**config.mk**
```make
export PLATFORM = sky130hd
export DESIGN_NAME = receive_module
export DESIGN_NICKNAME = d
export VERILOG_FILES = /design/src/rtl/receive_module.sv
export SDC_FILE = /design/constraint.sdc
export NUM_CORES = 1
export LEC_CHECK = 0
export ABC_AREA = 1
export CORE_MARGIN = 2
export CORE_UTILIZATION = 51
export CTS_BUF_LIST = sky130_fd_sc_hd__clkbuf_16
export DETAILED_ROUTE_END_ITERATION = 7
export PLACE_DENSITY = 0.83
export SYNTH_ARGS = -nofsm -noshare
export SYNTH_HDL_FRONTEND = slang
export SYNTH_SLANG_ARGS = --single-unit
```
**constraint.sdc**
```tcl
create_clock -name clock -period 1.4 [get_ports clock]
set_input_delay 0.28 -clock clock [delete_from_list [all_inputs] [get_ports clock]]
set_output_delay 0.28 -clock clock [all_outputs]
set_load 0.02 [all_outputs]
```
**src/rtl/receive_module.sv**
```systemverilog
// rtl/receive_module.sv - UART receiver: 16x oversampled, 8 data bits, even parity, one stop bit.
// Delivers each byte with parity/framing flags; a held-low line after a bad stop is parked in BREAK.
module receive_module #(
  parameter int OVERSAMPLE  = 16,
  parameter int SYNC_STAGES = 2
) (
  input  logic       clock,
  input  logic       reset,
  input  logic       Rx_EN,
  input  logic       RxD,
  input  logic       baud_tick,
  output logic [7:0] Rx_DATA,
  output logic       Rx_VALID,
  output logic       Rx_BUSY,
  output logic       Rx_PERROR,
  output logic       Rx_FERROR
);

  localparam int TW = (OVERSAMPLE > 2) ? $clog2(OVERSAMPLE) : 1;
  localparam logic [TW-1:0] TICK_LAST = TW'(OVERSAMPLE - 1);
  localparam logic [TW-1:0] TICK_MID  = TW'(OVERSAMPLE / 2 - 1);

  typedef enum logic [2:0] {
    S_IDLE   = 3'd0,
    S_START  = 3'd1,
    S_DATA   = 3'd2,
    S_PARITY = 3'd3,
    S_STOP   = 3'd4,
    S_BREAK  = 3'd5
  } state_t;

  state_t                 state_q, state_d;
  logic [SYNC_STAGES-1:0] sync_q;
  logic [TW-1:0]          tick_q, tick_d;
  logic [2:0]             bit_q, bit_d;
  logic [7:0]             shift_q, shift_d;
  logic                   perr_q, perr_d;
  logic [7:0]             data_q, data_d;
  logic                   valid_q, valid_d;
  logic                   perror_q, perror_d;
  logic                   ferror_q, ferror_d;
  logic                   rxs;
  logic                   in_frame;

  assign rxs      = sync_q[SYNC_STAGES-1];
  assign in_frame = (state_q == S_START) || (state_q == S_DATA) ||
                    (state_q == S_PARITY) || (state_q == S_STOP);

  always_comb begin
    state_d  = state_q;
    tick_d   = tick_q;
    bit_d    = bit_q;
    shift_d  = shift_q;
    perr_d   = perr_q;
    data_d   = data_q;
    valid_d  = 1'b0;
    perror_d = perror_q;
    ferror_d = ferror_q;

    if (!Rx_EN && in_frame) begin
      // Disable drops the frame immediately; delivered outputs stay as they were.
      state_d = S_IDLE;
    end else begin
      case (state_q)
        S_IDLE: begin
          if (baud_tick && Rx_EN && !rxs) begin
            state_d = S_START;
            tick_d  = '0;
          end
        end
        S_START: begin
          if (baud_tick) begin
            if (tick_q == TICK_MID) begin
              tick_d  = '0;
              bit_d   = '0;
              state_d = rxs ? S_IDLE : S_DATA;
            end else begin
              tick_d = tick_q + 1'b1;
            end
          end
        end
        S_DATA: begin
          if (baud_tick) begin
            if (tick_q == TICK_LAST) begin
              tick_d          = '0;
              shift_d[bit_q]  = rxs;
              if (bit_q == 3'd7) state_d = S_PARITY;
              else               bit_d   = bit_q + 3'd1;
            end else begin
              tick_d = tick_q + 1'b1;
            end
          end
        end
        S_PARITY: begin
          if (baud_tick) begin
            if (tick_q == TICK_LAST) begin
              tick_d  = '0;
              perr_d  = rxs ^ (^shift_q);
              state_d = S_STOP;
            end else begin
              tick_d = tick_q + 1'b1;
            end
          end
        end
        S_STOP: begin
          if (baud_tick) begin
            if (tick_q == TICK_LAST) begin
              // Leaving mid stop bit lets a back-to-back start edge be caught.
              tick_d   = '0;
              data_d   = shift_q;
              perror_d = perr_q;
              ferror_d = ~rxs;
              valid_d  = 1'b1;
              state_d  = rxs ? S_IDLE : S_BREAK;
            end else begin
              tick_d = tick_q + 1'b1;
            end
          end
        end
        S_BREAK: begin
          if (baud_tick && rxs) state_d = S_IDLE;
        end
        default: state_d = S_IDLE;
      endcase
    end
  end

  always_ff @(posedge clock) begin
    if (!reset) begin
      state_q  <= S_IDLE;
      sync_q   <= '1;
      tick_q   <= '0;
      bit_q    <= '0;
      shift_q  <= '0;
      perr_q   <= 1'b0;
      data_q   <= '0;
      valid_q  <= 1'b0;
      perror_q <= 1'b0;
      ferror_q <= 1'b0;
    end else begin
      state_q  <= state_d;
      sync_q   <= {sync_q[SYNC_STAGES-2:0], RxD};
      tick_q   <= tick_d;
      bit_q    <= bit_d;
      shift_q  <= shift_d;
      perr_q   <= perr_d;
      data_q   <= data_d;
      valid_q  <= valid_d;
      perror_q <= perror_d;
      ferror_q <= ferror_d;
    end
  end

  assign Rx_DATA   = data_q;
  assign Rx_VALID  = valid_q;
  assign Rx_BUSY   = in_frame;
  assign Rx_PERROR = perror_q;
  assign Rx_FERROR = ferror_q;

endmodule

```
==> flow_summary.json <==
{
  "floorplan.rows": 22,
  "worstSkewPairLatency_ps": 290,
  "avgRoutedWirePerCell_um": 16.3,
  "place_hpwl_um": 3200,
  "antenna_found_initial": 0,
  "crit_required_ps": 1570,
  "cts.htree.levels": 2,
  "worst_ep_arrival_ps": 1720,
  "synth_sequential_area_ratio_pct": 34.2,
  "fp.dieW_um": 64.6,
  "gp_congestion": 0.925,
  "synthCells": 270,
  "finish.net_count": 333,
  "gr-usage-all-layers_pct": 24.9,
  "worst_slew_pin_tran_ps": 388,
  "post_drt_via_cell_ratio": 5.69,
  "cts_tree": "done",
  "number_of_cts_inserted_buffers": 5,
  "first_pass_grt_wire_length_um": 8120,
  "clock-sinks": 32,
  "min_path_type": "register to register",
  "failing_checks": "setup timing",
  "placement.io_buffers": 16,
  "synth_area_leader_cell": "sky130_fd_sc_hd__dfxtp_1",
  "worstSetupPathType": "register to register",
  "synth.lib_cells_used.distinct": 29,
  "floorplan.initialDensity_pct": 51.9,
  "syn-mean-instance-area_um2": 6.94,
  "slew_headroom_pct": 73.9,
  "globalRouteOverflowTotal": 0,
  "ctsHoldBuffers": 0,
  "report.final.hold_viol_count": 0,
  "num_io_pins": 17,
  "totalWireLength_um": 6090,
  "finalWorstSetupSlack_ps": -147,
  "initial_drt_pass_iterations": 5,
  "fmax_mhz": 646,
  "dp.cells": 355,
  "synthesis.yosys.warnings": 0,
  "dr.first_iter.drc_count": 313,
  "power_density_nw_per_um2": 1610,
  "max_cap_violations": 0,
  "setup_viol": 31,
  "end_kind": "register",
  "yosys_register_bits": 32,
  "syn-cell-area_um2": 1870,
  "cts.path.max_buffers": 2,
  "startpoint_type": "register",
  "grt_setup_unrepaired": "yes",
  "postRouteAntennaNets": 0,
  "cp_max_fo": 6,
  "placed_area_um2": 2280,
  "clk_transition_reported_paths_ps": 60,
  "detail_route.drc_violations": 0,
  "finish.cell_count_without_fillers": 374,
  "status": "complete, but fails checks",
  "post-route-period-util_pct": 111,
  "final_max_slew_viol_count": 0,
  "drive_above_1_share_pct": 36.2,
  "insertedDiodeCount": 0,
  "finClkSkew_ps": 4.40,
  "power.ir.vdd_worst_mv": 0.916,
  "pin_count_of_the_biggest_net_entering_global_routing": 17,
  "filler_instances": 226,
  "total_leakage_power_nw": 1.23,
  "ctsRootBufferMaster": "sky130_fd_sc_hd__clkbuf_16",
  "post-route-cell-area_um2": 2720,
  "floorplan.die_area_um2": 4170,
  "final_period_minus_worst_setup_slack_ps": 1550,
  "synth_largest_type_area_fraction_pct": 34.2,
  "vias_in_the_first_global_route": 1861,
  "design.core.area_um2": 3610,
  "die_h_um": 64.6,
  "dr_total_vias": 2129,
  "finalPower_w": 0.00438,
  "synth_nets": 278,
  "layout-area-overhead-vs-synth_pct": 45.3,
  "synth.area.top_cells": "sky130_fd_sc_hd__dfxtp_1 34%, sky130_fd_sc_hd__nand2_1 11%, sky130_fd_sc_hd__nor2_1 7.4%, sky130_fd_sc_hd__nand3_1 6.4%, sky130_fd_sc_hd__a21oi_1 5.1%"
}
[through the flow]
stage	setup TNS, ps	hold slack [ps]	util, %	setup WS [ps]
after floorplan	-4.62	387	-	-1.56
after global placement	-6850	409	63.2	-297
after detailed placement	-7670	430	63.2	-308
after CTS	-41.3	444	69.4	-18.3
after global routing	-5040	444	75.5	-252
final	-2690	432	75.5	-147
[layer usage]
metal | vias to the layer above | GRT usage, % | part of all wire, %
met4 | 0 | 8.78 | 3.7
li1 | 986 | - | -
met2 | 136 | 43.4 | 47
met5 | - | 0 | 0
met1 | 976 | 29.7 | 41
met3 | 31 | 6.42 | 7.8
[synthesized netlist by cell type, drive strengths merged]
| library cell | number |
|---|---|
| nand2 | 68 |
| nor2 | 43 |
| dfxtp | 32 |
| inv | 29 |
| nand3 | 25 |
| a21oi | 20 |
| o21ai | 14 |
| nand4 | 11 |
| buf | 7 |
| nor3 | 4 |
| ha | 3 |
| or2 | 3 |
| xnor2 | 3 |
| xor2 | 3 |
| nand3b | 2 |
| and2 | 1 |
| clkbuf | 1 |
| clkinv | 1 |
[cell families after synthesis]
kind of cell | after synthesis | synth area share, %
buffers and inverters | 38 | 9.42
flip-flops | 32 | 34.2
AND/OR/NAND/NOR | 157 | 42.1
adder cells (fa/ha/maj) | 3 | 2.00
AO/OA/AOI/OAI | 34 | 9.49
XOR/XNOR | 6 | 2.81
[worst max-delay path: stages (launching register included)]
cell and delay (ps):
sky130_fd_sc_hd__dfxtp_4 360, sky130_fd_sc_hd__nor2_4 130, sky130_fd_sc_hd__nand2_4 80, sky130_fd_sc_hd__buf_6 130, sky130_fd_sc_hd__nor3_4 260, sky130_fd_sc_hd__buf_12 160, sky130_fd_sc_hd__clkinvlp_4 130, sky130_fd_sc_hd__nor2_1 110
sky130_fd_sc_hd__nor2_1 60
[path summary, 6_finish.rpt]
kind / startpoint / to / slack, ps / cells past startpoint
setup / recovery: state_q[1] / Rx_DATA[5] / -150 / 8
hold reg to reg: sync_q[0] / sync_q[1] / 430 / 1
setup reg to reg: state_q[1] / Rx_DATA[5] / -150 / 8
hold / removal: sync_q[0] / sync_q[1] / 430 / 1
[area by class of cell]
class,count,area [um2],share of cell area [%]
inverters,30,126,4.64
clock inverters,3,23.8,0.874
multi-input cells,201,1220,44.8
clock buffers,5,125,4.60
repair buffers,55,512,18.8
flip-flops and latches,32,656,24.1
well taps,48,60.1,2.21
[report_power, final]
group	internal, W	total [W]	switching (W)
sequential	0.00101	0.00110	0.0000897
combinational	0.000887	0.00219	0.00131
clock	0.000660	0.00109	0.000432
[timing repair]
| action | in CTS | in global routing |
|---|---|---|
| setup buffers | 4 | 6 |
| cloned | 1 | 1 |
| resized for setup | 37 | 43 |
| setup endpoints to repair | 37 | 30 |
| pin swaps | 5 | 25 |
[registers in the layout (all words and copies together), names as in the netlist]
signal,flops
Rx_DATA,8
Rx_FERROR,1
Rx_PERROR,1
Rx_VALID,1
bit_q,3
perr_q,1
shift_q,8
state_q,3
sync_q,2
tick_q,4
[cells in the final DEF, fill, tap and decap left out, types with 4 or more instances in the layout]
cell and count:
sky130_fd_sc_hd__inv_2 7, sky130_fd_sc_hd__a21oi_1 15, sky130_fd_sc_hd__nand4_1 11, sky130_fd_sc_hd__nand2_4 7, sky130_fd_sc_hd__o21ai_1 4, sky130_fd_sc_hd__buf_6 6, sky130_fd_sc_hd__nand2_2 11, sky130_fd_sc_hd__nand3_1 15
sky130_fd_sc_hd__nor2_1 33, sky130_fd_sc_hd__nand2_1 50, sky130_fd_sc_hd__clkbuf_16 6, sky130_fd_sc_hd__a21oi_2 5, sky130_fd_sc_hd__nand3_2 8, sky130_fd_sc_hd__dlygate4sd2_1 13, sky130_fd_sc_hd__dfxtp_1 26, sky130_fd_sc_hd__buf_4 30
sky130_fd_sc_hd__nor2_4 8, sky130_fd_sc_hd__inv_1 19, sky130_fd_sc_hd__o21ai_0 9
Power figures use the tool's default switching activity.
